## config.mk

```make
export PLATFORM = sky130hd
export DESIGN_NAME = matrix_mac_engine
export DESIGN_NICKNAME = d
export VERILOG_FILES = /design/src/rtl/matrix_pkg.sv /design/src/rtl/mac_unit.sv /design/src/rtl/matrix_mac_engine.sv
export SDC_FILE = /design/constraint.sdc
export NUM_CORES = 2
export LEC_CHECK = 0
export ABC_AREA = 1
export CAP_MARGIN = 20
export CORE_ASPECT_RATIO = 2
export CORE_UTILIZATION = 30
export CTS_CLUSTER_SIZE = 30
export DETAILED_ROUTE_END_ITERATION = 10
export PLACE_DENSITY = 0.46
export SLEW_MARGIN = 20
export SYNTH_ARGS = -nofsm -noshare
export SYNTH_HDL_FRONTEND = slang
export SYNTH_HIERARCHICAL = 1
export SYNTH_SLANG_ARGS = --single-unit
```

## constraint.sdc

```tcl
create_clock -name clk -period 9.2 [get_ports clk]
set_input_delay 2.76 -clock clk [delete_from_list [all_inputs] [get_ports clk]]
set_output_delay 2.76 -clock clk [all_outputs]
set_load 0.01 [all_outputs]
```

## src/rtl/matrix_pkg.sv

```systemverilog
// Shared types and helpers for the matrix MAC engine: FSM state encoding,
// index-width helper and the signed saturation function used by the output stage.
package matrix_pkg;

    typedef enum logic [2:0] {
        ST_IDLE  = 3'd0,
        ST_MAC   = 3'd1,
        ST_ADD   = 3'd2,
        ST_WRITE = 3'd3,
        ST_DONE  = 3'd4
    } state_t;

    // Widest sum the saturation helper accepts; callers sign-extend into it.
    localparam int SAT_MAXW = 256;

    // Index width for a dimension, never narrower than one bit.
    function automatic int clog2_floor1(input int v);
        return (v <= 2) ? 1 : $clog2(v);
    endfunction

    // Clamp a signed value into the w-bit two's complement range.
    function automatic logic signed [SAT_MAXW-1:0] saturate(
        input logic signed [SAT_MAXW-1:0] v,
        input int                         w
    );
        logic signed [SAT_MAXW-1:0] hi;
        logic signed [SAT_MAXW-1:0] lo;
        hi = (SAT_MAXW'(1) << (w - 1)) - SAT_MAXW'(1);
        lo = ~hi;
        if (v > hi) begin
            return hi;
        end
        if (v < lo) begin
            return lo;
        end
        return v;
    endfunction

endpackage

```

## src/rtl/mac_unit.sv

```systemverilog
// Signed WxW multiply into an ACC_W accumulator, plus the optional R add and
// saturate/truncate output stage; result is combinational from the accumulator.
module mac_unit
    import matrix_pkg::*;
#(
    parameter int W     = 32,
    parameter int ACC_W = 2 * W + 4,
    parameter int SAT   = 1
) (
    input  logic         clk,
    input  logic         rst,
    input  logic         clr,
    input  logic         mac_en,
    input  logic         add_r,
    input  logic [W-1:0] a,
    input  logic [W-1:0] b,
    input  logic [W-1:0] r,
    output logic [W-1:0] res
);

    logic signed [2*W-1:0]      prod;
    logic signed [ACC_W-1:0]    prod_ext;
    logic signed [ACC_W-1:0]    r_ext;
    logic signed [ACC_W-1:0]    acc_q;
    logic signed [ACC_W-1:0]    acc_d;
    logic signed [ACC_W-1:0]    sum;
    logic signed [SAT_MAXW-1:0] sat_in;

    assign prod     = (2*W)'($signed(a)) * (2*W)'($signed(b));
    assign prod_ext = {{(ACC_W-2*W){prod[2*W-1]}}, prod};
    assign r_ext    = {{(ACC_W-W){r[W-1]}}, r};

    always_comb begin
        acc_d = acc_q;
        if (clr) begin
            acc_d = '0;
        end else if (mac_en) begin
            acc_d = acc_q + prod_ext;
        end
    end

    always_ff @(posedge clk or negedge rst) begin
        if (!rst) begin
            acc_q <= '0;
        end else begin
            acc_q <= acc_d;
        end
    end

    // ACC_W leaves headroom for N full products plus R, so sum never wraps.
    assign sum    = acc_q + (add_r ? r_ext : '0);
    assign sat_in = {{(SAT_MAXW-ACC_W){sum[ACC_W-1]}}, sum};
    assign res    = (SAT != 0) ? W'(saturate(sat_in, W)) : sum[W-1:0];

endmodule

```

## src/rtl/matrix_mac_engine.sv

```systemverilog
// Z = A*B (optionally R + A*B), one element per N+2 cycles, operands fetched by index.
// Each result is held on z_out/z_stb until z_ack; the sequencer stalls in WRITE meanwhile.
module matrix_mac_engine
    import matrix_pkg::*;
#(
    parameter int M   = 4,
    parameter int N   = 8,
    parameter int P   = 4,
    parameter int W   = 32,
    parameter int SAT = 1,
    localparam int MI    = clog2_floor1(M),
    localparam int NI    = clog2_floor1(N),
    localparam int PI    = clog2_floor1(P),
    localparam int ACC_W = 2 * W + NI + 1
) (
    input  logic          clk,
    input  logic          rst,
    input  logic          start,
    input  logic          accumulate,
    input  logic [W-1:0]  a_in,
    input  logic [W-1:0]  b_in,
    input  logic [W-1:0]  current_element,
    input  logic          z_ack,
    output logic [MI-1:0] a_i,
    output logic [NI-1:0] a_j,
    output logic [NI-1:0] b_i,
    output logic [PI-1:0] b_j,
    output logic [MI-1:0] z_i,
    output logic [PI-1:0] z_j,
    output logic [W-1:0]  z_out,
    output logic          z_stb,
    output logic          done
);

    state_t        state_q;
    logic          mode_q;
    logic [MI-1:0] row_q;
    logic [PI-1:0] col_q;
    logic [NI-1:0] k_q;
    logic [W-1:0]  z_out_q;
    logic          z_stb_q;
    logic          done_q;

    logic          last_k;
    logic          last_col;
    logic          last_elem;
    logic          hs;
    logic          mac_clr;
    logic          mac_en;
    logic [W-1:0]  mac_res;

    assign last_k    = (k_q == NI'(N - 1));
    assign last_col  = (col_q == PI'(P - 1));
    assign last_elem = last_col && (row_q == MI'(M - 1));
    assign hs        = (state_q == ST_WRITE) && z_stb_q && z_ack;
    assign mac_en    = (state_q == ST_MAC);
    assign mac_clr   = ((state_q == ST_IDLE) && start) || hs;

    mac_unit #(
        .W    (W),
        .ACC_W(ACC_W),
        .SAT  (SAT)
    ) u_mac (
        .clk   (clk),
        .rst   (rst),
        .clr   (mac_clr),
        .mac_en(mac_en),
        .add_r (mode_q),
        .a     (a_in),
        .b     (b_in),
        .r     (current_element),
        .res   (mac_res)
    );

    // Indices reset to 0 instead of overflowing so unused index bits stay 0
    // when a dimension is 1.
    always_ff @(posedge clk or negedge rst) begin
        if (!rst) begin
            state_q <= ST_IDLE;
            mode_q  <= 1'b0;
            row_q   <= '0;
            col_q   <= '0;
            k_q     <= '0;
            z_out_q <= '0;
            z_stb_q <= 1'b0;
            done_q  <= 1'b0;
        end else begin
            case (state_q)
                ST_IDLE: begin
                    done_q <= 1'b0;
                    if (start) begin
                        mode_q  <= accumulate;
                        row_q   <= '0;
                        col_q   <= '0;
                        k_q     <= '0;
                        state_q <= ST_MAC;
                    end
                end
                ST_MAC: begin
                    if (last_k) begin
                        k_q     <= '0;
                        state_q <= ST_ADD;
                    end else begin
                        k_q <= k_q + 1'b1;
                    end
                end
                ST_ADD: begin
                    z_out_q <= mac_res;
                    z_stb_q <= 1'b1;
                    state_q <= ST_WRITE;
                end
                ST_WRITE: begin
                    if (hs) begin
                        z_stb_q <= 1'b0;
                        k_q     <= '0;
                        if (last_elem) begin
                            row_q   <= '0;
                            col_q   <= '0;
                            done_q  <= 1'b1;
                            state_q <= ST_DONE;
                        end else begin
                            if (last_col) begin
                                col_q <= '0;
                                row_q <= row_q + 1'b1;
                            end else begin
                                col_q <= col_q + 1'b1;
                            end
                            state_q <= ST_MAC;
                        end
                    end
                end
                ST_DONE: begin
                    if (!start) begin
                        done_q  <= 1'b0;
                        state_q <= ST_IDLE;
                    end
                end
                default: begin
                    state_q <= ST_IDLE;
                end
            endcase
        end
    end

    assign a_i   = row_q;
    assign a_j   = k_q;
    assign b_i   = k_q;
    assign b_j   = col_q;
    assign z_i   = row_q;
    assign z_j   = col_q;
    assign z_out = z_out_q;
    assign z_stb = z_stb_q;
    assign done  = done_q;

endmodule

```

# Word level (Yosys, flattened, before mapping)
# Cells that the tools add are included.
[word_totals]
input_bits = 101
wordCells = 83
out_inout_bits = 48
reg_bits = 113
[op_classes]
mux = 35
magnitude_cmp = 2
eq_ne = 13
reduce_logical = 18
addsub = 5
mul = 1
[ops]
columns = ["op", "count"]
rows = [
  ["68-bit two-way mux", 3],
  ["32-bit two-way mux", 4],
  ["68-bit by 64-bit adder with 68-bit output", 1],
  ["68-bit adder", 1],
  ["68-bit by 32-bit > comparator with 1-bit output (second input constant)", 1],
  ["68-bit by 32-bit < comparator with 1-bit output (second input constant)", 1],
  ["32-bit by 32-bit multiplier with 64-bit output", 1],
  ["3-bit two-way mux", 8],
  ["3-bit case mux with 5 select lines", 1],
  ["2-bit two-way mux", 7],
  ["4-bit AND reduction", 3],
  ["2-bit != test (second input constant)", 5],
  ["3-bit case mux with 3 select lines", 1],
  ["2-bit case mux with 2 select lines", 2],
  ["1-bit two-way mux", 7],
  ["3-bit by 2-bit == test with 1-bit output (second input constant)", 2],
  ["3-bit == test (second input constant)", 2],
  ["3-bit AND reduction", 2],
  ["2-bit nonzero test", 3],
  ["3-bit nonzero test", 2],
  ["2-bit by 1-bit adder with 2-bit output (second input constant)", 2],
  ["2-bit == test (second input constant)", 2],
  ["1-bit logical AND", 4],
  ["2-bit AND reduction", 2],
  ["other kinds (7)", 7],
]

# Longest topological paths before layout
[logic_depth]
depth_word = 7
depth_mapped = 32
ltp_nobuf = 31

# Cells and area by module
# Netlist, hierarchy kept.
[by_module_without_submodules]
columns = ["module", "n_inst", "seq_area_each_um2", "area_each_um2", "cells_per_inst"]
rows = [
  ["mac_unit", 1, 1701.6, 51406.8, 6741],
  ["matrix_mac_engine", 1, 1126.1, 1995.7, 235],
]

# Worst setup path before layout
# No wires, ideal clock.
[synth_path]
kind = "input to register"
from = "in a_in[31]"
to = "reg u_mac.acc_q[64]"
cell_stages = 28
setup_slack_ns = -1.528
path_buffers = 1
setup_ns = 0.133
required_ns = 9.067
arrival_ns = 10.595
path_cell_list = "clkbuf_1 > nand2_1 > fa_1 > inv_1 > fa_1 > fa_1 > inv_1 > fa_1 > inv_1 > fa_1 > fa_1 > fa_1 > inv_1 > fa_1 > inv_1 > ha_1 > nand2_1 > nor2_1 > inv_1 > nor4_1 > nand3_1 > nand3_1 > a21o_1 > a21oi_1 > o21ai_0 > nand2_1 > nand2_1 > o22ai_1"
[synth_between]
elab_chain_cells = 4
[synth_rtl]
columns = ["element", "line", "source"]
rows = [
  ["start, declared", "matrix_mac_engine.sv:20", "input logic [W-1:0] a_in,"],
  ["32-bit by 32-bit multiplier with 64-bit output", "mac_unit.sv:29", "assign prod = (2*W)'($signed(a)) * (2*W)'($signed(b));"],
  ["68-bit by 64-bit adder with 68-bit output", "mac_unit.sv:38", "acc_d = acc_q + prod_ext;"],
  ["68-bit two-way mux", "mac_unit.sv:37", "end else if (mac_en) begin"],
  ["68-bit two-way mux", "mac_unit.sv:35", "if (clr) begin"],
  ["end signal, assigned", "mac_unit.sv:44", "acc_q <= '0;"],
  ["end signal, assigned", "mac_unit.sv:46", "acc_q <= acc_d;"],
  ["end, declared", "mac_unit.sv:24", "logic signed [ACC_W-1:0] acc_q;"],
]
# No other way between the ends. The select of a mux whose other input is x is not followed.
# A chain may end at the register's enable or synchronous reset.

# Worst setup path in the final report
[layout_path]
from = "in a_in[31]"
to = "reg u_mac.acc_q[51]"
# Same word-level chain as after synthesis.

==> results.yml <==
outcome:
  outcome: "complete, but fails checks"
  violations: "setup timing"
detailed_routing:
  wl_met1_um: 71660
  drtPass1Iterations: 6
  avgRoutedWirePerCell_um: 22.51
  wl_met3_um: 6395
  highest_layer: "met5"
  routed_via_density: 4.642
  drt_iter0_markers: 2330
  route.met2.wl_um: 126900
  postRouteWirelength_um: 226400
  postRouteAntennaNets: 0
  drcViolationCount: 0
  vias: 46686
synth:
  ys_types: 52
  synth_seq_cells: 113
  synth_edf_count: 0
  synthArstFlopShare: 1.000
  synth_area_um2: 53400
  synthFlopType: "dfrtp_1"
  synth_cells: 6976
  ys_seq_area_frac: 0.05295
  synthesis.nets: 8627
  syn_area_per_cell_um2: 7.655
  yosysWarningCount: 6
layout:
  fin_nets: 9385
  seq_area_um2: 2828
  multiInputGateArea_um2: 43610
  final_common_cell: "inv_1"
  final_cell_mix: "2,093 x inv_1, 1,676 x nand2_1, 1,185 x fa_1"
  nFillCells: 18226
  drive_gt1_frac: 0.1883
  diodes: 0
  syn2layout_area_growth_pct: 28.57
clock_network:
  cts.sinks: 113
  h-tree-depth: 4
  clockRootBuffer: "clkbuf_16"
  clk_pin_slew_ns: 0.07
  cts_buffers: 17
  clk_latency_ns: 0.48
  cts_tree: "yes"
  clockBufferDepth: 2
timing:
  max_freq_mhz: 106.2
  final_max_slew_viol_count: 0
  final-setup-viol-count: 26
  finalHoldViolations: 0
  worst_pin_slew_ns: 0.9198
  grt_setup_unrepaired: "true"
  max_slew_margin: 0.3868
  fin_crit_sh: 1.024
  tns_ns: -3.535
  fin_worst_skew_ns: 0.01565
  post-route-min-period_ns: 9.420
  layout_setup_ws_ns: -0.2196
global_route:
  grt_usage: 0.2496
  grt_pass1_wl_um: 325500
  antenna_found_initial: 4
  grt_max_degree: 68
  gr-total-overflow: 0
  grt_pass1_vias: 52458
critical_path:
  critPathMaxStageDelay_ns: 0.57
  start_kind: "input port"
  crit_slowest_cell: "fa_2"
  timing.critical_path.mode_cell: "fa_1"
  worstSetupEndpointType: "register"
  worstPathRequired_ns: 9.55
  path_max_fanout: 10
  cp_data_arrival_time_ns: 9.77
  path_class: "input port to register"
worst_hold_path:
  worstHoldPathType: "register to register"
floorplan:
  dieArea_um2: 179800
  core_area_um2: 176500
  die_h_um: 598.7
  io_pins: 149
  die_x_um: 300.3
  num_rows: 218
  initial_utilization: 0.3026
flow_run:
  cap_viol_max_count: 0
placement:
  portBuffers: 148
  dp_hpwl_um: 182000
  dp_worst_setup_slack_ns: -1.703
  gp_congestion: 0.9331
-- per-stage QoR --
step,hold slack (ns),util,cell area [um2],instances
floorplan,0.4797,-,53830,6976
global placement,0.4664,0.3584,63250,9844
detailed placement,0.4692,0.3584,63250,9844
CTS,0.4862,0.3796,66990,10000
global route,0.5055,0.3891,68660,10057
finish,0.4838,0.3891,68660,10057
-- flip-flops by register name (all words and copies together) (netlist names) --
signal       count
z_out           32
a_i              2
b_j              2
mode_q           1
a_j              3
done             1
u_mac/acc_q     68
z_stb            1
state_q          3
-- layer usage --
layer / GRT usage / vias to the layer above
met4: 0.1721 / 2
met2: 0.5003 / 1207
met5: 0 / -
met3: 0.01863 / 603
met1: 0.2342 / 23591
li1: - / 21283
-- path summary, 6_finish.rpt --
| path | from | end | slack, ns | depth (start not counted) |
|---|---|---|---|---|
| max | a_in[31] | u_mac/acc_q[51] | -0.22 | 34 |
| min | z_out[10] | z_out[10] | 0.48 | 2 |
| max reg2reg | u_mac/acc_q[19] | u_mac/acc_q[60] | 2.10 | 28 |
| min reg2reg | z_out[10] | z_out[10] | 0.48 | 2 |
| max in group asynchronous | rst | u_mac/acc_q[11] | 5.45 | 2 |
| min in group asynchronous | rst | a_j[1] | 2.34 | 1 |
-- synthesized netlist by cell type (5+ instances only) --
master       n  area (um2)
and3_1       5       31.28
o21ai_1     15       75.07
ha_1       297        3716
nor4_1       8       50.05
xnor2_1     15       131.4
clkbuf_1   210       788.3
a21o_1      14       105.1
dfrtp_1    113        2828
inv_1     2187        8209
a31oi_1     26       162.7
buf_4       14       105.1
nand4_1     33       206.5
fa_1      1253       25080
o21a_1       9       67.56
a21oi_1    202        1011
a21oi_2      7       61.31
o22ai_1     22       137.6
inv_2       10       37.54
xor2_1      36       315.3
nor2_2      18       112.6
nand2_2     27       168.9
nand3_2      6       60.06
nor2_1     299        1122
o21bai_1    16       120.1
and2_1       9       56.30
o21ai_0    193       965.9
nand3_1    111       555.5
nor3_1      26       130.1
nor2_4       5       56.30
nand2_1   1744        6546
-- logic make-up (layout without fill, tap and decap cells) --
kind of cell | count (synthesis) | in the layout | synth area share
xor gates and xnor gates | 51 | 51 | 0.008364
and+or+nand+nor | 2304 | 2304 | 0.1722
AOI/OAI and AO/OA | 530 | 530 | 0.05506
buffers and inverters | 2428 | 3199 | 0.1721
DFF | 113 | 113 | 0.05295
adders and majority gates | 1550 | 1550 | 0.5393
-- critical path, delay by kind of cell --
| kind | cells | cell delay (ns) |
|---|---|---|
| compound gates | 3 | 0.24 |
| fa+ha+maj | 9 | 4.32 |
| simple gates | 6 | 0.83 |
| buf+inv | 16 | 1.58 |
-- area by class of cell --
class | instances | share of cell area
flip-flops and latches | 113 | 0.04118
clock buffers | 19 | 0.006451
well taps | 2310 | 0.04210
repair buffers | 967 | 0.1520
multi-input cells | 4435 | 0.6351
inverters | 2200 | 0.1205
clock inverters | 13 | 0.002606
-- what timing repair did --
action                                  CTS  global route
cloned                                   38            15
hold endpoints to repair                  0             0
gates resized for setup                 458           414
buffers inserted                         86            48
hold buffers                              0             0
pin swaps                               120           177
endpoints found under the setup margin   50            49
Power is left out: the tool's default activity adds up to more than one toggle a clock period on the data nets, which glitch-free logic cannot reach.
